### src/rtl/synch_fifo_pkg.sv
// ----------------------------------------------------------------------------
// synch_fifo_pkg
//   Shared definitions for the programmable synchronous FIFO:
//   - output-mode constants selecting registered read or first-word-fall-through
//   - helpers for the wrap-aware pointer increment used by fifo_ptr
// ----------------------------------------------------------------------------
package synch_fifo_pkg;

    // Read-data path selection for the FWFT parameter of synch_fifo_prog.
    localparam int MODE_REG  = 0;  // registered read, one cycle of latency
    localparam int MODE_FWFT = 1;  // head word always presented on rdata_o

    // True when an index sits on the last slot of a DEPTH-entry ring, so the
    // next increment returns to 0 and flips the wrap bit.
    function automatic logic ptr_at_end(input int unsigned idx, input int unsigned depth);
        return (idx == depth - 1);
    endfunction

    // Next index in a DEPTH-entry ring. DEPTH need not be a power of two, so
    // the wrap is an explicit compare rather than natural binary rollover.
    function automatic int unsigned ptr_next_idx(input int unsigned idx, input int unsigned depth);
        return ptr_at_end(idx, depth) ? 0 : idx + 1;
    endfunction

endpackage : synch_fifo_pkg

### src/rtl/fifo_ptr.sv
// ----------------------------------------------------------------------------
// fifo_ptr
//   Ring-buffer pointer: an index in 0..DEPTH-1 plus a wrap bit that toggles
//   every time the index rolls over from DEPTH-1 to 0. Comparing two such
//   pointers distinguishes "same slot, same lap" (empty) from "same slot,
//   one lap apart" (full).
// Ports
//   clk_i   in   1          clock, rising edge
//   rst_ni  in   1          asynchronous active-low reset (index and wrap to 0)
//   inc_i   in   1          advance the pointer by one slot
//   idx_o   out  PTR_WIDTH  current index
//   wrap_o  out  1          current wrap bit
// ----------------------------------------------------------------------------
module fifo_ptr
    import synch_fifo_pkg::*;
#(
    parameter int DEPTH     = 16,
    parameter int PTR_WIDTH = $clog2(DEPTH)
) (
    input  logic                 clk_i,
    input  logic                 rst_ni,
    input  logic                 inc_i,
    output logic [PTR_WIDTH-1:0] idx_o,
    output logic                 wrap_o
);

    logic [PTR_WIDTH-1:0] idx_q, idx_d;
    logic                 wrap_q, wrap_d;

    // NOTE: every signal assigned in a combinational block gets a default
    // first, so no path leaves it unassigned and no latch is inferred.
    always_comb begin
        idx_d  = idx_q;
        wrap_d = wrap_q;
        if (inc_i) begin
            idx_d = PTR_WIDTH'(ptr_next_idx(32'(idx_q), DEPTH));
            if (ptr_at_end(32'(idx_q), DEPTH)) begin
                wrap_d = ~wrap_q;
            end
        end
    end

    // NOTE: sequential state uses non-blocking assignments so every register
    // samples pre-edge values regardless of block evaluation order.
    always_ff @(posedge clk_i or negedge rst_ni) begin
        if (!rst_ni) begin
            idx_q  <= '0;
            wrap_q <= 1'b0;
        end else begin
            idx_q  <= idx_d;
            wrap_q <= wrap_d;
        end
    end

    assign idx_o  = idx_q;
    assign wrap_o = wrap_q;

endmodule : fifo_ptr

### src/rtl/synch_fifo_prog.sv
// ----------------------------------------------------------------------------
// synch_fifo_prog
//   Single-clock FIFO with fill-level count, programmable almost-full /
//   almost-empty flags and a build-time choice of registered-read (FWFT=0)
//   or first-word-fall-through (FWFT=1) output.
// Ports
//   clk_i           in   1           clock, rising edge
//   rst_ni          in   1           asynchronous active-low reset
//   wr_en_i         in   1           write request
//   wdata_i         in   DATA_WIDTH  write data
//   rd_en_i         in   1           read request (FWFT: pop of the head word)
//   rdata_o         out  DATA_WIDTH  read data
//   rvalid_o        out  1           FWFT=0: pulse after an accepted read
//                                    FWFT=1: head word present (!empty)
//   af_thresh_i     in   CNT_WIDTH   almost-full threshold
//   ae_thresh_i     in   CNT_WIDTH   almost-empty threshold
//   count_o         out  CNT_WIDTH   number of stored words
//   full_o          out  1           FIFO holds DEPTH words
//   empty_o         out  1           FIFO holds no words
//   almost_full_o   out  1           count_o >= af_thresh_i
//   almost_empty_o  out  1           count_o <= ae_thresh_i
//   overflow_o      out  1           one-cycle pulse: a write was rejected
//   underflow_o     out  1           one-cycle pulse: a read was rejected
// ----------------------------------------------------------------------------
module synch_fifo_prog
    import synch_fifo_pkg::*;
#(
    parameter int DATA_WIDTH = 12,
    parameter int DEPTH      = 16,
    parameter int FWFT       = MODE_REG,
    parameter int PTR_WIDTH  = $clog2(DEPTH),
    parameter int CNT_WIDTH  = $clog2(DEPTH + 1)
) (
    input  logic                  clk_i,
    input  logic                  rst_ni,
    input  logic                  wr_en_i,
    input  logic [DATA_WIDTH-1:0] wdata_i,
    input  logic                  rd_en_i,
    output logic [DATA_WIDTH-1:0] rdata_o,
    output logic                  rvalid_o,
    input  logic [CNT_WIDTH-1:0]  af_thresh_i,
    input  logic [CNT_WIDTH-1:0]  ae_thresh_i,
    output logic [CNT_WIDTH-1:0]  count_o,
    output logic                  full_o,
    output logic                  empty_o,
    output logic                  almost_full_o,
    output logic                  almost_empty_o,
    output logic                  overflow_o,
    output logic                  underflow_o
);

    // ------------------------------------------------------------------
    // Pointers
    // ------------------------------------------------------------------
    logic [PTR_WIDTH-1:0] wr_idx, rd_idx;
    logic                 wr_wrap, rd_wrap;
    logic                 wr_acc, rd_acc;

    fifo_ptr #(
        .DEPTH     (DEPTH),
        .PTR_WIDTH (PTR_WIDTH)
    ) u_wr_ptr (
        .clk_i  (clk_i),
        .rst_ni (rst_ni),
        .inc_i  (wr_acc),
        .idx_o  (wr_idx),
        .wrap_o (wr_wrap)
    );

    fifo_ptr #(
        .DEPTH     (DEPTH),
        .PTR_WIDTH (PTR_WIDTH)
    ) u_rd_ptr (
        .clk_i  (clk_i),
        .rst_ni (rst_ni),
        .inc_i  (rd_acc),
        .idx_o  (rd_idx),
        .wrap_o (rd_wrap)
    );

    // Same slot: same lap means nothing stored, one lap apart means no room.
    logic empty, full;
    assign empty = (wr_idx == rd_idx) && (wr_wrap == rd_wrap);
    assign full  = (wr_idx == rd_idx) && (wr_wrap != rd_wrap);

    // A read frees a slot in the same cycle, so a full FIFO can still take a
    // write when it is paired with a read.
    assign rd_acc = rd_en_i && !empty;
    assign wr_acc = wr_en_i && (!full || rd_acc);

    // ------------------------------------------------------------------
    // Storage
    // ------------------------------------------------------------------
    logic [DATA_WIDTH-1:0] mem [DEPTH];

    // NOTE: the storage array has no reset; contents are only observable
    // behind the pointers, which are reset, and a reset array would cost a
    // reset net on every bit.
    always_ff @(posedge clk_i) begin
        if (wr_acc) begin
            mem[wr_idx] <= wdata_i;
        end
    end

    // ------------------------------------------------------------------
    // Level count and error pulses
    // ------------------------------------------------------------------
    logic [CNT_WIDTH-1:0] count_q, count_d;
    logic                 ovf_q, ovf_d;
    logic                 unf_q, unf_d;

    always_comb begin
        count_d = count_q;
        unique case ({wr_acc, rd_acc})
            2'b10:   count_d = count_q + CNT_WIDTH'(1);
            2'b01:   count_d = count_q - CNT_WIDTH'(1);
            default: count_d = count_q;
        endcase
        ovf_d = wr_en_i && !wr_acc;
        unf_d = rd_en_i && empty;
    end

    always_ff @(posedge clk_i or negedge rst_ni) begin
        if (!rst_ni) begin
            count_q <= '0;
            ovf_q   <= 1'b0;
            unf_q   <= 1'b0;
        end else begin
            count_q <= count_d;
            ovf_q   <= ovf_d;
            unf_q   <= unf_d;
        end
    end

    // ------------------------------------------------------------------
    // Flags: combinational from registered state and live thresholds.
    // Thresholds above DEPTH naturally give af=0 and ae=1.
    // ------------------------------------------------------------------
    assign count_o        = count_q;
    assign full_o         = full;
    assign empty_o        = empty;
    assign almost_full_o  = (count_q >= af_thresh_i);
    assign almost_empty_o = (count_q <= ae_thresh_i);
    assign overflow_o     = ovf_q;
    assign underflow_o    = unf_q;

    // ------------------------------------------------------------------
    // Read-data path
    // ------------------------------------------------------------------
    if (FWFT == MODE_FWFT) begin : g_fwft
        // Head word is shown directly; forced to 0 while empty so the output
        // is defined during and after reset even though mem is not reset.
        assign rdata_o  = empty ? '0 : mem[rd_idx];
        assign rvalid_o = !empty;
    end else begin : g_reg
        logic [DATA_WIDTH-1:0] rdata_q;
        logic                  rvalid_q;

        // rdata_q holds its value between reads, including on underflow.
        always_ff @(posedge clk_i or negedge rst_ni) begin
            if (!rst_ni) begin
                rdata_q  <= '0;
                rvalid_q <= 1'b0;
            end else begin
                rvalid_q <= rd_acc;
                if (rd_acc) begin
                    rdata_q <= mem[rd_idx];
                end
            end
        end

        assign rdata_o  = rdata_q;
        assign rvalid_o = rvalid_q;
    end

endmodule : synch_fifo_prog

### config.mk
export PLATFORM = sky130hd
export DESIGN_NAME = synch_fifo_prog
export DESIGN_NICKNAME = d
export VERILOG_FILES = /design/src/rtl/synch_fifo_pkg.sv /design/src/rtl/fifo_ptr.sv /design/src/rtl/synch_fifo_prog.sv
export SDC_FILE = /design/constraint.sdc
export NUM_CORES = 1
export LEC_CHECK = 0
export BUFFER_PORTS_ARGS = -buffer_cell sky130_fd_sc_hd__buf_2
export CORE_UTILIZATION = 60
export CTS_BUF_LIST = sky130_fd_sc_hd__clkbuf_4
export DETAILED_ROUTE_END_ITERATION = 6
export GPL_ROUTABILITY_DRIVEN = 0
export PLACE_DENSITY = 0.78
export SLEW_MARGIN = 25
export SYNTH_ARGS = -nofsm -noshare
export SYNTH_HDL_FRONTEND = slang
export SYNTH_HIERARCHICAL = 1
export SYNTH_SLANG_ARGS = --single-unit
### constraint.sdc
create_clock -name clk_i -period 7.6 [get_ports clk_i]
set_clock_uncertainty 0.15 [all_clocks]
set_input_delay 1.9 -clock clk_i [delete_from_list [all_inputs] [get_ports clk_i]]
set_output_delay 1.9 -clock clk_i [all_outputs]
set_load 0.005 [all_outputs]
### Word level (Yosys, flattened, before mapping)

Memories as Yosys holds them, arrays and structs flattened. A register that Yosys moved wholly into a read port is not among the register bits.
Cells that the tools add are included.
Widths: inputs -> output; s select.

| storage, ports and cells | value |
|---|---|
| memories kept | 1 |
| memory bits (read-only) | 0 |
| input port bits | 26 |
| output and inout bits | 24 |
| word-level logic and storage cells | 43 |
| flip-flop bits (word level) | 18 |
| bits in latches | 0 |
| RAM bits | 192 |

Memories:

| name | words | bits a word | rd ports | clocked after memory_dff | wr ports | line | text |
|---|---|---|---|---|---|---|---|
| mem | 16 | 12 | 1 | 1 | 1 | synch_fifo_prog.sv:94 | `logic [DATA_WIDTH-1:0] mem [DEPTH];` |

| cells by class | value |
|---|---|
| div/mod/pow operators | 0 |
| muxes and demuxes | 5 |
| shift-type cells | 0 |
| add/subtract/negate cells | 4 |
| bitwise operators | 2 |
| multiply operators | 0 |
| reductions and logical operators | 14 |
| $lt $le $gt $ge | 2 |
| eq/ne operators | 7 |

Operators by type and width:

| cell | number |
|---|---|
| $pmux 5 s2 | 1 |
| $add 4x1->4 const B | 2 |
| $eq 4x4->1 const B | 2 |
| $mux 4 | 2 |
| $logic_and 1x1->1 | 6 |
| $add 5x1->5 const B | 1 |
| $ge 5x5->1 | 1 |
| $le 5x5->1 | 1 |
| $sub 5x1->5 const B | 1 |
| $eq 4x4->1 | 1 |
| $logic_not 1->1 | 4 |
| $reduce_and 2->1 | 2 |
| $eq 2x1->1 const B | 1 |
| $eq 2x2->1 const B | 1 |
| $mux 1 | 2 |
| $not 1->1 | 2 |
| $reduce_bool 2->1 | 1 |
| $eq 1x1->1 | 1 |
| $logic_or 1x1->1 | 1 |
| $ne 1x1->1 | 1 |

### Logic depth before layout (Yosys ltp)

Gate-level depths: netlist of run 1.

| depth | value |
|---|---|
| depth after elaboration | 8 |
| depth in mapped cells | 11 |
| depth with buffers taken out | 10 |

### Cells and area by module

Netlist of run 1, hierarchy kept.

Modules (own cells, without submodules):

| module | cells each | seq. area each (µm²) | area an instance (µm²) | times used |
|---|---|---|---|---|
| synch_fifo_prog | 429 | 6,266.0 | 8,603.3 | 1 |
| fifo_ptr | 18 | 125.1 | 225.2 | 2 |

### Worst setup path after synthesis of run 1

No wires, ideal clock.

| timing path | value |
|---|---|
| kind | input to output |
| start | input port af_thresh_i[0] |
| end | output port almost_full_o |
| buffers on the path | 0 |
| required time | 5.550 ns |
| stages on the path | 6 |
| arrival time | 2.948 ns |
| setup slack | 2.602 ns |
| cell sequence | ha_1 nand2b_1 a21o_1 a21o_1 a21o_1 a21o_1 |

| between the ends | value |
|---|---|
| word-level cells in the longest chain between the ends | 1 |

Ends and longest elaborated chain:

| what | line | text |
|---|---|---|
| from (decl) | synch_fifo_prog.sv:41 | `input logic [CNT_WIDTH-1:0] af_thresh_i,` |
| $ge 5x5->1 | synch_fifo_prog.sv:142 | `assign almost_full_o = (count_q >= af_thresh_i);` |
| to (decl) | synch_fifo_prog.sv:46 | `output logic almost_full_o,` |

Every way passes these cells.

### Worst setup path in the final report of run 1

Same ends and word-level chain as after synthesis.

==> out/metrics.yaml, run 1 <==
place:
  placed_cell_area_um2: 9585
  hpwl_um: 10110
  io_buffers: 49
  pre_cts_slack_ps: 2344
global_route:
  grt_pass1_vias: 4932
  grt_max_degree: 55
  grt_first_pass_wirelength_um: 27170
  globalRouteOverflowTotal: 0
  antenna_found_initial: 0
  track_usage_pct: 23.83
routing:
  via_per_inst: 6.046
  wl_met1_um: 7173
  drtPass1Iterations: 6
  drt_iter0_drc: 334
  vias: 4813
  top_layer: "met4"
  wl_met2_um: 8603
  wl_met3_um: 1282
  avgRoutedWirePerCell_um: 22.07
  ant_nets: 0
  drcViolationCount: 12
  routed_wl_um: 17570
cts:
  htreeDepth: 2
  clock_path_buffers: 3
  postCtsHoldBufs: 0
  cts.sinks: 222
  cts_setup_buffers: 0
  numCtsBuffers: 54
  cts_resized: 0
  clk_pin_slew_ps: 60
  cts_tree: "built"
  cts_root_buf: "clkbuf_4"
  clk_latency_ps: 660
logic_synthesis:
  synthArstFlopShare_pct: 13.51
  seq_area_frac_synth_pct: 71.97
  ys_warn_count: 6
  synth_cell_type_count: 40
  syn_inst: 465
  ys.flop_type: "edfxtp_1"
  synth.avg_cell_area_um2: 19.47
  synth_edf_count: 192
  syn_area_um2: 9054
  syn-num-nets: 507
  ys_seq_elements: 222
critical_path:
  path_class: "primary input to primary output"
  arrival_ps: 3200
  endpoint_kind: "primary output"
  start_kind: "primary input"
  crit_fanout: 1
  r2r_setup_slack_ps: 4070
  required_ps: 5550
sta:
  finalCritPeriodShare_pct: 69.01
  holdWs_ps: 321.7
  setup_violations: 0
  final.min_clock_period_ps: 5245
  worstMarginPinSlew_ps: 967.4
  slew_headroom_pct: 35.43
  rsz0062_at_grt: "false"
  tns_ps: 0
  fin_ws_ps: 2355
  hold_viol: 0
  drv_slew: 0
  fmax_mhz: 190.7
power:
  p_leak_uw: 0.003805
  peakVddDrop_mv: 0.2285
  pwr-share-comb_pct: 30.6
  p_seq_share_pct: 43.7
  power_uw: 3712
  intPower_uw: 2546
  power_density_nw_per_um2: 361.1
  switchingPower_uw: 1166
  p_sw_share_pct: 31.42
  pwr-share-clk_pct: 25.8
die:
  die_h_um: 124.8
  core-area_um2: 14640
  dieArea_um2: 15590
  start_util_pct: 61.83
  pin_count: 50
  die_w_um: 124.8
  rows: 44
cells_and_area:
  area_growth_pct: 13.56
  stdcell_area_um2: 10280
  final_cell_mix: "edfxtp_1, clkbuf_4, buf_2, mux4_2, dfrtp_1"
  diodes: 0
  num-nets-final: 610
  final_common_cell: "edfxtp_1"
  layout-drive-gt1-share_pct: 33.50
status:
  violations: "DRC"
  status: "finished with violations"
hold_path:
  min_path_type: "register to register"
run:
  maxCapViolations: 0
==> critical path, stage by stage <==
cell and delay, ps:
buf_2 100, ha_1 270, nand2b_1 140, a21o_1 180
a21o_1 170, a21o_1 170, a21o_1 160, buf_2 120
==> routing by layer <==
layer	global-route usage [%]	vias to the layer above
met2	38.17	213
met1	32.32	2406
met3	4.854	47
met5	0	-
met4	10.26	0
li1	-	2147
==> path summary, 6_finish.rpt <==
path,endpoint,depth (start not counted),startpoint
min in group asynchronous,count_o[2]$_DFFE_PN0P_,1,rst_ni
max in group asynchronous,u_rd_ptr/idx_o[1]$_DFFE_PN0P_,1,rst_ni
setup reg to reg,mem[6][4]$_DFFE_PP_,6,u_rd_ptr/idx_o[0]$_DFFE_PN0P_
hold reg to reg,rdata_o[11]$_DFFE_PN0P_,1,rdata_o[11]$_DFFE_PN0P_
setup / recovery,almost_full_o,8,af_thresh_i[0]
hold / removal,rdata_o[11]$_DFFE_PN0P_,1,rdata_o[11]$_DFFE_PN0P_
==> power by group through the flow <==
stage | clock network (uW) | registers [uW] | logic, uW
final | 956 | 1620 | 1130
after global routing | 1040 | 1640 | 1230
after CTS | 978 | 1620 | 1150
after detailed placement | 0 | 1650 | 1140
after global placement | 0 | 1630 | 1110
after floorplan | 0 | 1610 | 855
==> per-stage QoR <==
step / util (%) / instances
6_report: 70.21 / 796
5_1_grt: 70.21 / 796
4_1_cts: 70.21 / 796
3_5_place_dp: 65.46 / 696
3_3_place_gp: 65.46 / 696
2_1_floorplan: - / 465
==> cell type report <==
| type | count | area, um^2 |
|---|---|---|
| Clock buffer | 85 | 638.1 |
| Sequential cell | 222 | 6519 |
| Multi-Input combinational cell | 207 | 2392 |
| Clock inverter | 15 | 57.56 |
| Inverter | 15 | 56.30 |
| Fill cell | 930 | 4363 |
| Tap cell | 184 | 230.2 |
| Timing Repair Buffer | 68 | 387.9 |
==> logic make-up (layout without fill, tap and decap cells) <==
family | count (synthesis) | after routing | share of synthesized area [%]
compound gates | 71 | 71 | 5.611
buf+inv | 36 | 183 | 2.266
simple gates | 51 | 51 | 3.027
fa+ha+maj | 16 | 16 | 2.294
mux | 55 | 55 | 13.47
flops | 222 | 222 | 71.97
xor+xnor | 14 | 14 | 1.354
==> synthesized netlist by cell type, types with 8 or more instances <==
cell type	count	area, um^2
a21o_1	20	150.1
a21oi_1	14	70.07
a22oi_1	24	180.2
buf_2	11	55.05
dfrtp_1	30	750.7
edfxtp_1	192	5766
ha_1	15	187.7
inv_1	15	56.30
mux4_1	17	446.7
mux4_2	31	698.2
nand2b_1	8	50.05
nor2_1	9	33.78
xnor2_1	13	113.9
==> sequential cells by signal (all words and copies together) (netlist names) <==
name	flops
count_o	5
mem	192
overflow_o	1
rdata_o	12
rvalid_o	1
u_rd_ptr/idx_o	4
u_rd_ptr/wrap_o	1
u_wr_ptr/idx_o	4
u_wr_ptr/wrap_o	1
underflow_o	1
Note: power is estimated with default switching activity, not from simulation.
==> run 2: changes to the inputs <==
- CORE_UTILIZATION: 60 -> 57
- PLACE_DENSITY: 0.78 -> 0.77
- clock period: 7.6 -> 4.4 ns (I/O delays scaled with it)
==> run 2 against run 1 <==
Against the previous run: the flow now finishes without violations; core utilization is 3.0 points lower; first-iteration DRC count is 4.5% higher; sequential cell count stayed put; total power is 73% higher; cell area is 0.45% higher; clock-buffer cell count is 3 lower; die area is 5.2% higher; cell count is 3.1% higher; clock power is 76% higher; worst setup slack worse by 1600 ps; combinational power is 71% higher; sequential share of layout area is 0.28 points lower; critical path type unchanged; critical endpoint unchanged; largest cell class unchanged; largest power group unchanged.
==> out/metrics.yaml, run 2 (synthesis gave the netlist of run 1 again) <==
cts:
  htreeDepth: 2  # unchanged
  postCtsHoldBufs: 0  # unchanged
  cts_tree: "built"
  cts_setup_buffers: 0  # unchanged
  cts_root_buf: "clkbuf_4"
  clock_path_buffers: 3  # unchanged
  clk_latency_ps: 650  # about the same
  clk_pin_slew_ps: 70  # about the same
  cts.sinks: 222  # unchanged
  numCtsBuffers: 54  # unchanged
  cts_resized: 0  # unchanged
hold_path:
  min_path_type: "register to register"
die:
  pin_count: 50  # unchanged
  core-area_um2: 15370  # +5.0%
  die_h_um: 128.0  # +2.6%
  dieArea_um2: 16390  # +5.2%
  start_util_pct: 58.90  # -2.9 points
  die_w_um: 128.0  # +2.6%
  rows: 45  # +2.3%
power:
  peakVddDrop_mv: 0.3869  # +69%
  power_density_nw_per_um2: 621.4  # +72%
  p_leak_uw: 0.003810  # +0.15%
cells_and_area:
  fin_cells: 821  # +3.1%
  area_growth_pct: 14.07
  num-nets-final: 611  # +0.16%
  largest-register: "mem"
  layout-drive-gt1-share_pct: 33.44  # -0.054 points
  stdcell_area_um2: 10330  # +0.45%
  final_common_cell: "edfxtp_1"
  n_fill_cell: 1010  # +8.6%
  diodes: 0  # unchanged
  largest_reg_flops: 192  # unchanged
  final_cell_mix: "edfxtp_1, clkbuf_4, buf_2, mux4_2, dfrtp_1"
critical_path:
  start_kind: "primary input"
  crit_chain: "buf_2, ha_1, nand2b_1, a21o_1, a21o_1, a21o_1, a21o_1, buf_2"
  path_class: "primary input to primary output"
  arrival_ps: 2390  # -810 ps
  slowest_stage: "ha_1"
  endpoint_kind: "primary output"
  crit_fanout: 1  # unchanged
  cp_slowest_stage_delay_ps: 270  # about the same
  required_ps: 3150  # -2400 ps
  cp_common_cell: "a21o_1"
sta:
  rsz0062_at_grt: "false"
  holdWs_ps: 323.2  # +1.444 ps
  slew_headroom_pct: 37.34  # +1.9 points
  fmax_mhz: 274.9
  drv_slew: 0  # unchanged
  tns_ps: 0  # unchanged
  worstMarginPinSlew_ps: 939.9  # -27.58 ps
  hold_viol: 0  # unchanged
  setup_violations: 0  # unchanged
  finalCritPeriodShare_pct: 82.67
  final.min_clock_period_ps: 3637
routing:
  ant_nets: 0  # unchanged
  drt_iter0_drc: 349  # +4.5%
  vias: 4832  # +0.39%
  drcViolationCount: 0  # -12
  via_per_inst: 5.886  # -2.7%
  routed_wl_um: 17690  # +0.72%
  drtPass1Iterations: 4  # -2
  avgRoutedWirePerCell_um: 21.55  # -2.3%
global_route:
  track_usage_pct: 23.18  # -0.65 points
  globalRouteOverflowTotal: 0  # unchanged
  antenna_found_initial: 0  # unchanged
  grt_first_pass_wirelength_um: 27490  # +1.2%
  grt_pass1_vias: 5062  # +2.6%
  grt_max_degree: 54  # -1.8%
place:
  io_buffers: 49  # unchanged
  placed_cell_area_um2: 9624  # +0.40%
  hpwl_um: 10690  # +5.8%
  dp.cells: 724  # +4.0%
status:
  status: "finished clean"
run:
  maxCapViolations: 0  # unchanged
==> run 2: metal layers <==
| metal | up-vias | track usage [%] | part of all wire, % |
|---|---|---|---|
| met5 | - | 0 | 0 |
| met4 | 0 | 9.273 | 2.4 |
| met3 | 37 | 6.010 | 7.0 |
| met2 | 204 | 39.77 | 52 |
| met1 | 2440 | 28.26 | 39 |
| li1 | 2151 | - | - |
==> run 2: final cells by class <==
class	instances	area [um^2]	area share, %
Timing Repair Buffer	69	395.4	3.828
Clock buffer	82	615.6	5.961
Inverter	15	56.30	0.5452
Multi-Input combinational cell	207	2392	23.16
Clock inverter	15	85.08	0.8238
Sequential cell	222	6519	63.12
Tap cell	211	264.0	2.556
==> run 2: path summary, 6_finish.rpt <==
kind,cells past startpoint,end,start,slack (ps)
max reg2reg,6,mem[15][6]$_DFFE_PP_,u_wr_ptr/idx_o[0]$_DFFE_PN0P_,1200
min reg2reg,1,rdata_o[11]$_DFFE_PN0P_,rdata_o[11]$_DFFE_PN0P_,320
max in group asynchronous,1,u_rd_ptr/idx_o[1]$_DFFE_PN0P_,rst_ni,3190
min in group asynchronous,1,u_rd_ptr/idx_o[0]$_DFFE_PN0P_,rst_ni,380
max,8,almost_full_o,af_thresh_i[0],760
min,1,rdata_o[11]$_DFFE_PN0P_,rdata_o[11]$_DFFE_PN0P_,320
==> run 2: stage by stage <==
stage | worst slack [ps] | power, uW | utilization (%)
finish | 762.6 | 6418 | 67.19
global route | 649.7 | 6788 | 67.19
CTS | 719.5 | 6491 | 67.17
detailed placement | 756.4 | 4800 | 62.61
global placement | 757.2 | 4705 | 62.60
floorplan | 1002 | 4262 | -
==> run 2: worst max-delay path, delay by kind of cell <==
family	cells	cell delay, ps
AOI/OAI and AO/OA	4	670
adders and majority gates	1	270
buffers and inverters	2	220
and+or+nand+nor	1	130
==> run 2: power by group <==
group	internal, uW	switching (uW)
logic	917	1010
clock network	907	770
registers	2600	215
total	4420	2000
==> run 3: changes to the inputs <==
- ABC_AREA: unset -> 1
- CORE_UTILIZATION: 57 -> 60
- clock period: 4.4 -> 3.4 ns (I/O delays scaled with it)
==> run 3 against run 2 <==
Against the previous run: via count increased by 33%; core utilization increased by 1.8 points; global-route usage increased by 4.4 points; critical path depth decreased by 1; sequential cell count unchanged; area after synthesis increased by 3.2%; non-clock buffer count increased by 12; clock power increased by 22%; cell area increased by 1.6%; largest power group unchanged.
==> out/metrics.yaml, run 3 <==
sta:
  slew_headroom_pct: 34.19  # -3.1 points
  hold_viol: 0  # unchanged
  drv_slew: 0  # unchanged
  setup_violations: 0  # unchanged
  finalCritPeriodShare_pct: 91.93
  fmax_mhz: 319.9
  worstMarginPinSlew_ps: 987.1  # +47.25 ps
  rsz0062_at_grt: "false"
  tns_ps: 0  # unchanged
  final.min_clock_period_ps: 3126
power:
  power_uw: 8547  # +33%
  p_leak_uw: 0.003908  # +2.6%
  power_density_nw_per_um2: 814.5  # +31%
  peakVddDrop_mv: 0.4981  # +29%
logic_synthesis:
  ys.flop_type: "edfxtp_1"
  syn-num-nets: 817  # +61%
  synth.avg_cell_area_um2: 12.06  # -38%
  synthTopCellsByArea: "edfxtp_1, dfrtp_1, nor2_1"
  synth_edf_count: 192  # unchanged
  yosysTopAreaCell: "edfxtp_1"
  ys_seq_elements: 222  # unchanged
  synth_top_area_share_pct: 61.71  # -2.0 points
  synthArstFlopShare_pct: 13.51  # unchanged
  synth_common_cells: "edfxtp_1, nor2_1, o21ai_0"
  syn_inst: 775  # +67%
  synth_cell_type_count: 35  # -13%
  ys_warn_count: 6  # unchanged
  synth_most_common_cell: "edfxtp_1"
  syn_area_um2: 9343  # +3.2%
  seq_area_frac_synth_pct: 69.75  # -2.2 points
routing:
  routed_wl_um: 20900  # +18%
  vias: 6444  # +33%
  ant_nets: 0  # unchanged
  drtPass1Iterations: 5  # +1
  avgRoutedWirePerCell_um: 18.96  # -12%
  drcViolationCount: 0  # unchanged
  via_per_inst: 5.848  # -0.64%
  drt_iter0_drc: 520  # +49%
cells_and_area:
  num-nets-final: 913  # +49%
  fin_cells: 1102  # +34%
  final_util_pct: 69.03  # +1.8 points
  n_fill_cell: 1086  # +7.5%
  stdcell_area_um2: 10490  # +1.6%
  area_growth_pct: 12.32
  multi_input_area_um2: 2426  # +1.4%
  seqCellArea_um2: 6519  # unchanged
  final_cell_mix: "edfxtp_1, nor2_1, o21ai_0, clkbuf_4, buf_2"
  final_common_cell: "edfxtp_1"
  largest_reg_flops: 192  # unchanged
  largest-register: "mem"
  layout-drive-gt1-share_pct: 19.06  # -14 points
critical_path:
  crit_chain: "inv_6, nand2_1, nand2_1, nor2_1, nand3b_1, inv_1, buf_2"
  crit_fanout: 12  # +11
  endpoint_kind: "primary output"
  slowest_stage: "dfrtp_1"
  cp_common_cell: "nand2_1"
  start_kind: "register"
  path_class: "register to primary output"
  cp_slowest_stage_delay_ps: 690  # +420 ps
  required_ps: 2400  # -750 ps
  arrival_ps: 2130  # -260 ps
cts:
  clock_path_buffers: 3  # unchanged
  clk_pin_slew_ps: 70  # about the same
  postCtsHoldBufs: 0  # unchanged
  cts_resized: 0  # unchanged
  cts_tree: "built"
  cts.sinks: 222  # unchanged
  clk_latency_ps: 680  # +30 ps
  cts_setup_buffers: 0  # unchanged
  numCtsBuffers: 54  # unchanged
  htreeDepth: 2  # unchanged
  cts_root_buf: "clkbuf_4"
die:
  start_util_pct: 61.46  # +2.6 points
  pin_count: 50  # unchanged
  rows: 45  # unchanged
  die_h_um: 126.8  # -0.97%
  core-area_um2: 15200  # -1.1%
  dieArea_um2: 16070  # -1.9%
  die_w_um: 126.8  # -0.97%
status:
  status: "finished clean"
global_route:
  antenna_found_initial: 1  # +1
  grt_first_pass_wirelength_um: 33200  # +21%
  track_usage_pct: 27.57  # +4.4 points
  grt_pass1_vias: 6386  # +26%
  grt_max_degree: 100  # +85%
  globalRouteOverflowTotal: 0  # unchanged
place:
  dp.cells: 1003  # +39%
  hpwl_um: 12440  # +16%
  io_buffers: 49  # unchanged
  placed_cell_area_um2: 9831  # +2.1%
hold_path:
  min_path_type: "primary input to async pin"
run:
  maxCapViolations: 0  # unchanged
==> run 3: changes by cell type in the layout (fill, tap and decap cells not counted), moves of 8 or more <==
cell / change
nor2_1: +175
o21ai_0: +100
o211ai_1: +48
nand2_1: +36
nand3_1: +35
mux4_2: -31
a22oi_1: -24
inv_1: +21
a21o_1: -19
mux4_1: -17
a31oi_1: +12
buf_4: +12
xnor2_1: -11
nand2b_1: -8
==> run 3: worst max-delay path, delay by kind of cell (launching register included) <==
family,cells,cell delay (ps)
flip-flops,1,690
AND/OR/NAND/NOR,4,480
buffers and inverters,3,310
==> run 3: per-stage QoR <==
step	setup WS [ps]	hold slack, ps
detailed placement	550.0	370.9
global placement	542.2	373.7
floorplan	838.1	339.0
global route	117.1	124.5
finish	274.4	105.5
CTS	261.6	109.1
==> run 3: worst paths after layout <==
kind	to	slack, ps	cells past startpoint	start
max	full_o	270	7	u_rd_ptr/idx_o[2]$_DFFE_PN0P_
min	rdata_o[8]$_DFFE_PN0P_	110	1	rst_ni
max reg2reg	count_o[4]$_DFFE_PN0P_	600	18	u_rd_ptr/idx_o[2]$_DFFE_PN0P_
min reg2reg	u_rd_ptr/wrap_o$_DFFE_PN0P_	380	2	u_rd_ptr/wrap_o$_DFFE_PN0P_
max in group asynchronous	u_rd_ptr/idx_o[0]$_DFFE_PN0P_	2440	1	rst_ni
min in group clk_i	overflow_o$_DFF_PN0_	300	2	rd_en_i
==> run 3: final cells by class <==
class	count	share of cell area (%)
Sequential cell	222	62.12
Inverter	40	1.574
Multi-Input combinational cell	472	23.12
Timing Repair Buffer	81	4.626
Clock inverter	23	0.9300
Antenna cell	1	0.02385
Tap cell	188	2.242
Clock buffer	75	5.365
==> run 3: kinds of logic after synthesis <==
logic type,after synthesis,share of synthesized area [%]
AOI/OAI and AO/OA,176,11.14
DFF,222,69.75
adders and majority gates,16,2.223
buffers and inverters,81,4.286
and+or+nand+nor,274,12.04
xor gates and xnor gates,6,0.5625
==> run 3: metal layers <==
layer  share of wire [%]  global-route usage [%]  wire length [um]
met1                  39                   34.56              8195
met2                  49                   45.17             10160
met3                 7.7                   5.609              1618
met4                 4.4                   15.83               925
met5                   0                       0                 0
==> run 3: report_power, final <==
part / leakage [uW] / switching, uW / internal [uW]
clock network: 0.000387 / 1030 / 1030
logic: 0.00144 / 1920 / 973
registers: 0.00208 / 265 / 3340
